===== src/rtl/alu_seq_pkg.sv =====
// Shared types and constants for the alu_seq issue controller.
// The reference function ref_alu is used only when ALU_SEQ_CHECK_EN is defined.
package alu_seq_pkg;

    localparam int W    = 16;
    localparam int NREG = 4;
    localparam int AW   = 2;

    localparam logic [2:0] OPC_NEG    = 3'b000;
    localparam logic [2:0] OPC_INC    = 3'b001;
    localparam logic [2:0] OPC_ADD    = 3'b010;
    localparam logic [2:0] OPC_ASR    = 3'b011;
    localparam logic [2:0] OPC_AND    = 3'b100;
    localparam logic [2:0] OPC_OR     = 3'b101;
    localparam logic [2:0] OPC_CONCAT = 3'b110;
    localparam logic [2:0] OPC_LOAD   = 3'b111;

    typedef enum logic [1:0] {
        IDLE = 2'b00,
        EXEC = 2'b01,
        RESP = 2'b10
    } state_t;

    // Expected ALU result, wrapping modulo 2^W
    function automatic logic [W-1:0] ref_alu(
        input logic [2:0]   opc,
        input logic [W-1:0] a,
        input logic [W-1:0] b,
        input logic         cin
    );
        logic [W-1:0] r;
        case (opc)
            OPC_NEG:    r = ~a + {{(W-1){1'b0}}, 1'b1};
            OPC_INC:    r = a + {{(W-1){1'b0}}, 1'b1};
            OPC_ADD:    r = a + b + {{(W-1){1'b0}}, cin};
            OPC_ASR:    r = a + {b[W-1], b[W-1:1]};
            OPC_AND:    r = a & b;
            OPC_OR:     r = a | b;
            OPC_CONCAT: r = {a[W/2-1:0], b[W/2-1:0]};
            default:    r = {W{1'b0}};
        endcase
        return r;
    endfunction

endpackage


===== src/rtl/alu_seq_regfile.sv =====
// 4x16 register file: one synchronous write port, two combinational operand
// read ports and a combinational debug read port; asynchronous clear to zero.
module alu_seq_regfile
    import alu_seq_pkg::*;
(
    input  logic          clk,
    input  logic          rst_n,
    input  logic          we,
    input  logic [AW-1:0] waddr,
    input  logic [W-1:0]  wdata,
    input  logic [AW-1:0] raddr_a,
    input  logic [AW-1:0] raddr_b,
    input  logic [AW-1:0] dbg_addr,
    output logic [W-1:0]  rdata_a,
    output logic [W-1:0]  rdata_b,
    output logic [W-1:0]  dbg_data
);

    logic [W-1:0] mem_r [NREG];

    // Storage array with single write port
    always_ff @(posedge clk or negedge rst_n) begin
        if (!rst_n) begin
            for (int i = 0; i < NREG; i++) begin
                mem_r[i] <= {W{1'b0}};
            end
        end else if (we) begin
            mem_r[waddr] <= wdata;
        end
    end

    assign rdata_a  = mem_r[raddr_a];
    assign rdata_b  = mem_r[raddr_b];
    assign dbg_data = mem_r[dbg_addr];

endmodule


===== src/rtl/alu_seq.sv =====
// Issue controller for the 16-bit combinational ALU: accept, execute, respond.
// Optional ALU self-check is enabled by defining ALU_SEQ_CHECK_EN.
module alu_seq
    import alu_seq_pkg::*;
(
    input  logic        clk,
    input  logic        rst_n,
    input  logic        instr_valid,
    output logic        instr_ready,
    input  logic [2:0]  instr_opc,
    input  logic [1:0]  instr_rd,
    input  logic [1:0]  instr_ra,
    input  logic [1:0]  instr_rb,
    input  logic        instr_cin,
    input  logic [15:0] instr_imm,
    output logic [2:0]  alu_opc,
    output logic [15:0] alu_ina,
    output logic [15:0] alu_inb,
    output logic        alu_inc,
    input  logic [15:0] alu_w,
    input  logic        alu_zer,
    input  logic        alu_neg,
    output logic        rsp_valid,
    input  logic        rsp_ready,
    output logic [15:0] rsp_data,
    output logic        rsp_zer,
    output logic        rsp_neg,
    input  logic [1:0]  dbg_addr,
    output logic [15:0] dbg_data,
    output logic        err
);

    state_t        state_r;
    logic [AW-1:0] rd_r;
    logic [W-1:0]  imm_r;
    logic [W-1:0]  rf_a_s;
    logic [W-1:0]  rf_b_s;
    logic          is_load_s;
    logic          wr_en_s;
    logic [W-1:0]  wr_data_s;
    logic          wr_zer_s;
    logic          wr_neg_s;

    assign instr_ready = (state_r == IDLE) && rst_n;

    alu_seq_regfile u_regfile (
        .clk      (clk),
        .rst_n    (rst_n),
        .we       (wr_en_s),
        .waddr    (rd_r),
        .wdata    (wr_data_s),
        .raddr_a  (instr_ra),
        .raddr_b  (instr_rb),
        .dbg_addr (dbg_addr),
        .rdata_a  (rf_a_s),
        .rdata_b  (rf_b_s),
        .dbg_data (dbg_data)
    );

    // Writeback selection: immediate for LOAD, ALU result otherwise
    always_comb begin
        is_load_s = (alu_opc == OPC_LOAD);
        wr_en_s   = (state_r == EXEC);
        if (is_load_s) begin
            wr_data_s = imm_r;
            wr_zer_s  = (imm_r == {W{1'b0}});
            wr_neg_s  = imm_r[W-1];
        end else begin
            wr_data_s = alu_w;
            wr_zer_s  = alu_zer;
            wr_neg_s  = alu_neg;
        end
    end

    // Control FSM with registered ALU drive and response outputs
    always_ff @(posedge clk or negedge rst_n) begin
        if (!rst_n) begin
            state_r   <= IDLE;
            rd_r      <= {AW{1'b0}};
            imm_r     <= {W{1'b0}};
            alu_opc   <= 3'b000;
            alu_ina   <= {W{1'b0}};
            alu_inb   <= {W{1'b0}};
            alu_inc   <= 1'b0;
            rsp_valid <= 1'b0;
            rsp_data  <= {W{1'b0}};
            rsp_zer   <= 1'b0;
            rsp_neg   <= 1'b0;
        end else begin
            case (state_r)
                IDLE: begin
                    if (instr_valid && instr_ready) begin
                        alu_opc <= instr_opc;
                        alu_ina <= rf_a_s;
                        alu_inb <= rf_b_s;
                        alu_inc <= (instr_opc == OPC_ADD) ? instr_cin : 1'b0;
                        rd_r    <= instr_rd;
                        imm_r   <= instr_imm;
                        state_r <= EXEC;
                    end
                end
                EXEC: begin
                    rsp_data  <= wr_data_s;
                    rsp_zer   <= wr_zer_s;
                    rsp_neg   <= wr_neg_s;
                    rsp_valid <= 1'b1;
                    state_r   <= RESP;
                end
                RESP: begin
                    if (rsp_ready) begin
                        rsp_valid <= 1'b0;
                        state_r   <= IDLE;
                    end
                end
                default: begin
                    rsp_valid <= 1'b0;
                    state_r   <= IDLE;
                end
            endcase
        end
    end

`ifdef ALU_SEQ_CHECK_EN
    logic [W-1:0] exp_w_s;
    logic         chk_fail_s;
    logic         err_r;

    // Compare the ALU against the reference for the operands it was given
    always_comb begin
        exp_w_s    = ref_alu(alu_opc, alu_ina, alu_inb, alu_inc);
        chk_fail_s = (alu_w != exp_w_s)
                  || (alu_zer != (exp_w_s == {W{1'b0}}))
                  || (alu_neg != exp_w_s[W-1]);
    end

    // Sticky error flag, sampled at the end of a non-LOAD execute cycle
    always_ff @(posedge clk or negedge rst_n) begin
        if (!rst_n) begin
            err_r <= 1'b0;
        end else if ((state_r == EXEC) && !is_load_s && chk_fail_s) begin
            err_r <= 1'b1;
        end
    end

    assign err = err_r;
`else
    assign err = 1'b0;
`endif

endmodule


===== config.mk =====
export PLATFORM = sky130hd
export DESIGN_NAME = alu_seq
export DESIGN_NICKNAME = d
export VERILOG_FILES = /design/src/rtl/alu_seq_pkg.sv /design/src/rtl/alu_seq_regfile.sv /design/src/rtl/alu_seq.sv
export SDC_FILE = /design/constraint.sdc
export NUM_CORES = 1
export LEC_CHECK = 0
export CAP_MARGIN = 30
export CELL_PAD_IN_SITES_DETAIL_PLACEMENT = 1
export CELL_PAD_IN_SITES_GLOBAL_PLACEMENT = 2
export CORE_MARGIN = 4
export CORE_UTILIZATION = 37
export CTS_CLUSTER_SIZE = 20
export DETAILED_ROUTE_END_ITERATION = 16
export PLACE_DENSITY_LB_ADDON = 0.1
export REMOVE_ABC_BUFFERS = 1
export SYNTH_ARGS = -nofsm -noshare
export SYNTH_HDL_FRONTEND = slang
export SYNTH_SLANG_ARGS = --single-unit

===== constraint.sdc =====
create_clock -name clk -period 2.19 [get_ports clk]
set_clock_uncertainty 0.2 [all_clocks]
set_input_delay 0.438 -clock clk [delete_from_list [all_inputs] [get_ports clk]]
set_output_delay 0.438 -clock clk [all_outputs]
set_load 0.01 [all_outputs]

==> results of run 1 <==
-- through the flow --
stage	utilization (%)	setup TNS, ps	worst slack [ps]	instance area, sq um
5_1_grt	50.7	0	0.907	9160
6_report	50.7	0	35.9	9160
3_5_place_dp	46.3	-14630	-679	8370
3_3_place_gp	46.3	-14030	-655	8370
4_1_cts	50.8	0	2.05	9200
2_1_floorplan	-	-42740	-1220	6520
-- worst paths after layout --
| path | depth (start not counted) | to | slack [ps] |
|---|---|---|---|
| setup / recovery | 5 | dbg_data[0] | 40 |
| hold / removal | 2 | alu_inb[10] | -50 |
| setup reg to reg | 4 | rsp_zer | 390 |
| hold reg to reg | 1 | rsp_valid | 280 |
| max in group asynchronous | 2 | u_regfile.mem_r[36] | 1220 |
| min in group clk | 1 | rsp_valid | 280 |
-- registers in the layout (all words and copies together) (netlist names), 2 cells and up --
signal,cells
alu_ina,16
alu_inb,16
alu_opc,3
imm_r,16
rd_r,2
rsp_data,16
state_r,2
u_regfile.mem_r,64
-- what timing repair did --
item,in CTS,in global routing
cloned,2,0
gates resized for setup,61,9
setup endpoints to repair,17,9
setup buffers,25,2
-- kinds of logic after synthesis --
| kind of cell | after synthesis |
|---|---|
| AND/OR/NAND/NOR | 100 |
| flip-flops | 139 |
| AO/OA/AOI/OAI | 87 |
| other | 1 |
| buffers and inverters | 40 |
| multiplexers | 117 |
-- critical path: stages --
cell and delay [ps]:
buf_4 130, buf_12 150, buf_12 130, mux4_2 500, buf_2 160
-- area by class of cell --
type / instances / area, sq um / area share, %
sequential: 139 / 3480 / 38.0
multi-input combinational: 305 / 3080 / 33.6
timing repair buffer: 170 / 1720 / 18.7
clock buffer: 21 / 460 / 5.02
tap: 229 / 287 / 3.13
clock inverter: 11 / 144 / 1.57
-- where the power goes --
part	internal [W]	leakage, nW	switching (W)	total (W)
sequential	0.00366	1.57	0.000898	0.00456
combinational	0.00272	2.07	0.00168	0.00440
clock	0.00185	0.297	0.00111	0.00295
total	0.00823	3.93	0.00368	0.0119
-- layout by cell type, fill, tap and decap left out, types with 3 or more instances in the layout --
cell type / Yosys / final
buf_4: 3 / 33
nor4_1: 4 / 4
mux2_4: 49 / 49
mux2i_1: 15 / 15
a21oi_1: 50 / 50
clkinv_2: 0 / 4
mux2_2: 3 / 3
mux4_1: 32 / 32
buf_12: 8 / 14
o21ai_1: 22 / 22
clkdlybuf4s50_1: 0 / 101
dfrtp_1: 139 / 139
mux4_2: 16 / 16
o21ai_0: 12 / 12
buf_2: 14 / 10
bufinv_16: 0 / 3
clkinv_4: 0 / 3
clkbuf_16: 0 / 17
nand2_1: 35 / 35
nor2_1: 49 / 49
clkbuf_2: 0 / 7
-- per-layer routing --
metal	global-route usage (%)	wire, microns	vias up
li1	-	-	2105
met1	25.6	8400	2430
met2	34.0	10200	100
met3	4.63	856	11
met4	4.36	144	0
met5	0	0	-
==> out/metrics.cfg, run 1 <==
[routing]
wire_per_inst_microns=22.3
ant_nets=0
firstDrtPassIters=4
vias=4646
routed_wirelength_microns=19600
drtIter0Drc=156
viasPerCell=5.31
drc=0

[yosys]
synth_area_leaders=dfrtp_1 51%, mux4_1 12%, mux2_4 11%, mux4_2 5.3%, a21oi_1 3.7%
synthAdderAreaFrac_pct=0
synthXorXnorAreaFrac_pct=0
yosys-top-cells-count=139 x dfrtp_1, 50 x a21oi_1, 49 x mux2_4, 49 x nor2_1, 35 x nand2_1
synth_top_family_by_area=multiplexers
synth-compound-area-share_pct=6.47
synth.most_common_cell=dfrtp_1
synth_ff_type=dfrtp_1
synth_top_cell_area_share_pct=50.8
yosysWarnings=0
yosys.area_share.simple_pct=6.58
synthArstFlopShare_pct=100
netlist_area_sq_um=6840
ys_types=33
syn_inst=484
ys_seq_elements=139
synth-edff-count=0
synthMuxAreaShare_pct=31.3
yosysTopAreaCell=dfrtp_1
synth.avg_cell_area_sq_um=14.1
ys_seq_area_share_pct=50.8

[place]
gp_congestion=0.755
port_buffers=121
dp_cells=814
dp_hpwl_microns=12200

[clock_network]
cts_sinks=139
cts.hold.buffers_added=0
clockRootBuffer=clkbuf_16
cts_buffers=17
clock_latency_ps=410
htree_levels=4
path_clk_slew_ps=60
cts.path.max_buffers=2
cts_tree=done

[global_route]
grt_pass1_vias=5156
grt_pass1_wl_microns=30600
antenna_found_initial=0
grt_max_degree=140
grt_util_all_layers_pct=19.8
grt-ovfl-total=0

[timing]
slew_headroom_pct=46.9
worst_slew_pin_slew_ps=796
finalCritPeriodShare_pct=98.4
rsz0062_at_grt=false
fmax_mhz=464
report.final.slew_viol_count=0
setup_viol=0
fin_hold_ws_ps=-54.6
period_needed_ps=2150
hold_viol=34

[floorplanning]
coreArea_sq_um=18100
die_width_microns=144
die_area_sq_um=20700
num_rows=49
floorplan.initialDensity_pct=37.8
pin_count=123
dieHeight_microns=144

[setup_path]
arrival_ps=1520
timing.rr.start=imm_r[10]
crit_start=dbg_addr[0]
end_kind=output port
cp_max_fo=5
timing_worst_setup_path_type=input port to output port
cp-start-kind=input port
cp.required_ps=1550

[hold_path]
hold_class=input port to asynchronous set/reset pin

[layout]
drive_gt1_share_pct=26.5
n_antenna_cell=0
finalNetCount=683
fillers=1838
syn2layout_area_growth_pct=33.9
instances_no_fill=875

[power_and_ir_drop]
power_w=0.0119
leakagePower_nw=3.93
p_per_area_nw_per_um2=1300
ir_worst_vdd_mv=0.604

[run_status]
violations=negative hold slack
status=complete, but fails checks

[job]
maxCapViolations=0

No activity file was read; power rests on OpenSTA's default activity.
==> run 2, diff against run 1 <==
--- a/config.mk
+++ b/config.mk
@@ -8,6 +8,7 @@
 export CAP_MARGIN = 30
 export CELL_PAD_IN_SITES_DETAIL_PLACEMENT = 1
 export CELL_PAD_IN_SITES_GLOBAL_PLACEMENT = 2
+export CORE_ASPECT_RATIO = 0.9
 export CORE_MARGIN = 4
 export CORE_UTILIZATION = 37
 export CTS_CLUSTER_SIZE = 20
==> out/metrics.cfg, run 2 (synthesis results as in run 1) <==
[floorplanning]
die_width_microns=151  ; +5.1%
die_area_sq_um=20700  ; about the same
floorplan.initialDensity_pct=38.2  ; +0.39 points
dieHeight_microns=137  ; -4.8%
num_rows=46  ; -6.1%
coreArea_sq_um=17900  ; -1.0%
pin_count=123  ; unchanged

[job]
maxCapViolations=0  ; unchanged

[global_route]
grt_max_degree=140  ; unchanged
grt_util_all_layers_pct=20.3  ; +0.54 points
grt-busiest-layer=met2
grt-ovfl-total=0  ; unchanged
grtUsageMet2_pct=33.0  ; -1.0 points
grt_pass1_vias=5211  ; +1.1%
grt_pass1_wl_microns=30800  ; +0.90%
antenna_found_initial=1  ; +1
gr-usage-met3_pct=6.13  ; +1.5 points
use_met1_pct=26.7  ; +1.0 points

[setup_path]
endpoint=dbg_data[3]
crit_chain=mux4_2, buf_2
crit_start=u_regfile.mem_r[3]
rr_worst_depth=4  ; unchanged
cp.required_ps=1550  ; about the same
timing.rr.start=alu_opc[1]
timing_worst_setup_path_type=register to output port
end_kind=output port
slowest_delay_ps=500  ; about the same
cp_max_fo=4  ; -1
worst_path_max_delay_cell=mux4_2
rr_endpoint=rsp_data[1]
r2r_slack_ps=390  ; about the same
arrival_ps=1500  ; -20 ps
cp-start-kind=register

[place]
dp_cells=825  ; +1.4%
gp_congestion=0.760  ; +0.66%
pre_cts_ws_ps=-683  ; -4.24 ps
port_buffers=121  ; unchanged
dp_hpwl_microns=12600  ; +4.0%

[routing]
drc=0  ; unchanged
routed_wirelength_microns=19900  ; +1.6%
viasPerCell=5.31  ; about the same
ant_nets=0  ; unchanged
firstDrtPassIters=4  ; unchanged
wire_per_inst_microns=21.9  ; -1.9%
drtIter0Drc=190  ; +22%
vias=4808  ; +3.5%

[timing]
finalCritPeriodShare_pct=97.6  ; -0.74 points
setup_viol=0  ; unchanged
rsz0062_at_grt=false
hold_viol=47  ; +38%
tns_ps=0  ; unchanged
fin_hold_ws_ps=-134  ; -79.8 ps
period_needed_ps=2140  ; -16.3 ps
fmax_mhz=468  ; +0.76%
layout_setup_ws_ps=52.2  ; +16.3 ps
report.final.slew_viol_count=0  ; unchanged
slew_headroom_pct=41.7  ; -5.3 points
worst_slew_pin_slew_ps=875  ; +79.1 ps

[clock_network]
htree_levels=4  ; unchanged
cts_buffers=17  ; unchanged
cts.path.max_buffers=2  ; unchanged
clock_latency_ps=430  ; +20 ps
cts_tree=done
cts.hold.buffers_added=0  ; unchanged
cts_sinks=139  ; unchanged
path_clk_slew_ps=60  ; about the same
clockRootBuffer=clkbuf_16

[run_status]
violations=negative hold slack
status=complete, but fails checks

[layout]
syn2layout_area_growth_pct=37.0
largest_reg_flops=64  ; unchanged
final_cell_mix=139 x dfrtp_1, 101 x clkdlybuf4s50_1, 54 x buf_4
drive_gt1_share_pct=28.4  ; +2.0 points
top_register=u_regfile.mem_r
instances_no_fill=906  ; +3.5%
final_common_cell=dfrtp_1
finalNetCount=702  ; +2.8%

[power_and_ir_drop]
ir_worst_vdd_mv=0.493  ; -18%
leakagePower_nw=4.03  ; +2.5%
p_per_area_nw_per_um2=1360  ; +4.3%
power_w=0.0127  ; +6.7%

[hold_path]
hold_class=input port to asynchronous set/reset pin

-- run 2: cell types whose count changed in the layout (fill, tap and decap cells not counted), sizes merged, moves of 4 or more --
cell / change
buf: +24
clkbuf: -5
clkinv: -5
bufinv: +4
-- run 2: power breakdown --
part / total, W / switching (W) / internal (W) / leakage, nW
combinational: 0.00478 / 0.00182 / 0.00296 / 2.13
sequential: 0.00450 / 0.000837 / 0.00366 / 1.57
clock: 0.00343 / 0.00112 / 0.00231 / 0.333
-- run 2: critical path: cells and delay by family, from the launching register on --
| family | cells | cell delay [ps] |
|---|---|---|
| buffers and inverters | 1 | 160 |
| muxes | 1 | 500 |
| DFF | 1 | 410 |
-- run 2: how the worst min path moves through the flow --
stage | slack (ps) | start | cells after the start | endpoint
2_1_floorplan | -60 | rst_n | 0 | alu_ina[0]
3_3_place_gp | 270 | rsp_valid | 1 | rsp_valid
3_5_place_dp | 270 | rsp_valid | 1 | rsp_valid
4_1_cts | 5 | rst_n | 2 | alu_ina[10]
6_report | -130 | rst_n | 2 | alu_ina[10]
5_1_grt | 20 | rst_n | 2 | alu_ina[10]
-- run 2: final cells by class --
cell class                 count  area [sq um]
tap                          240           300
clock inverter                11           239
timing repair buffer         189          1820
multi-input combinational    305          3080
fill                        1789          8520
antenna                        1          2.50
clock buffer                  21           460
sequential                   139          3480
-- run 2: timing repair --
item / in CTS / in global routing
gates resized for setup: 65 / 8
setup buffers: 43 / 4
endpoints found under the setup margin: 17 / 8
gates cloned: 1 / 0
pin swaps: 0 / 0
-- run 2: routing by layer --
metal  wire length, microns  part of all wire, %
met5                     13                0.065
met4                    269                  1.4
met3                    991                  5.0
met2                   9810                   49
met1                   8790                   44
-- run 2: per-stage QoR --
step | area [sq um] | utilization [%]
2_1_floorplan | 6520 | -
3_3_place_gp | 8360 | 46.7
3_5_place_dp | 8360 | 46.7
4_1_cts | 9390 | 52.5
5_1_grt | 9370 | 52.4
6_report | 9380 | 52.4
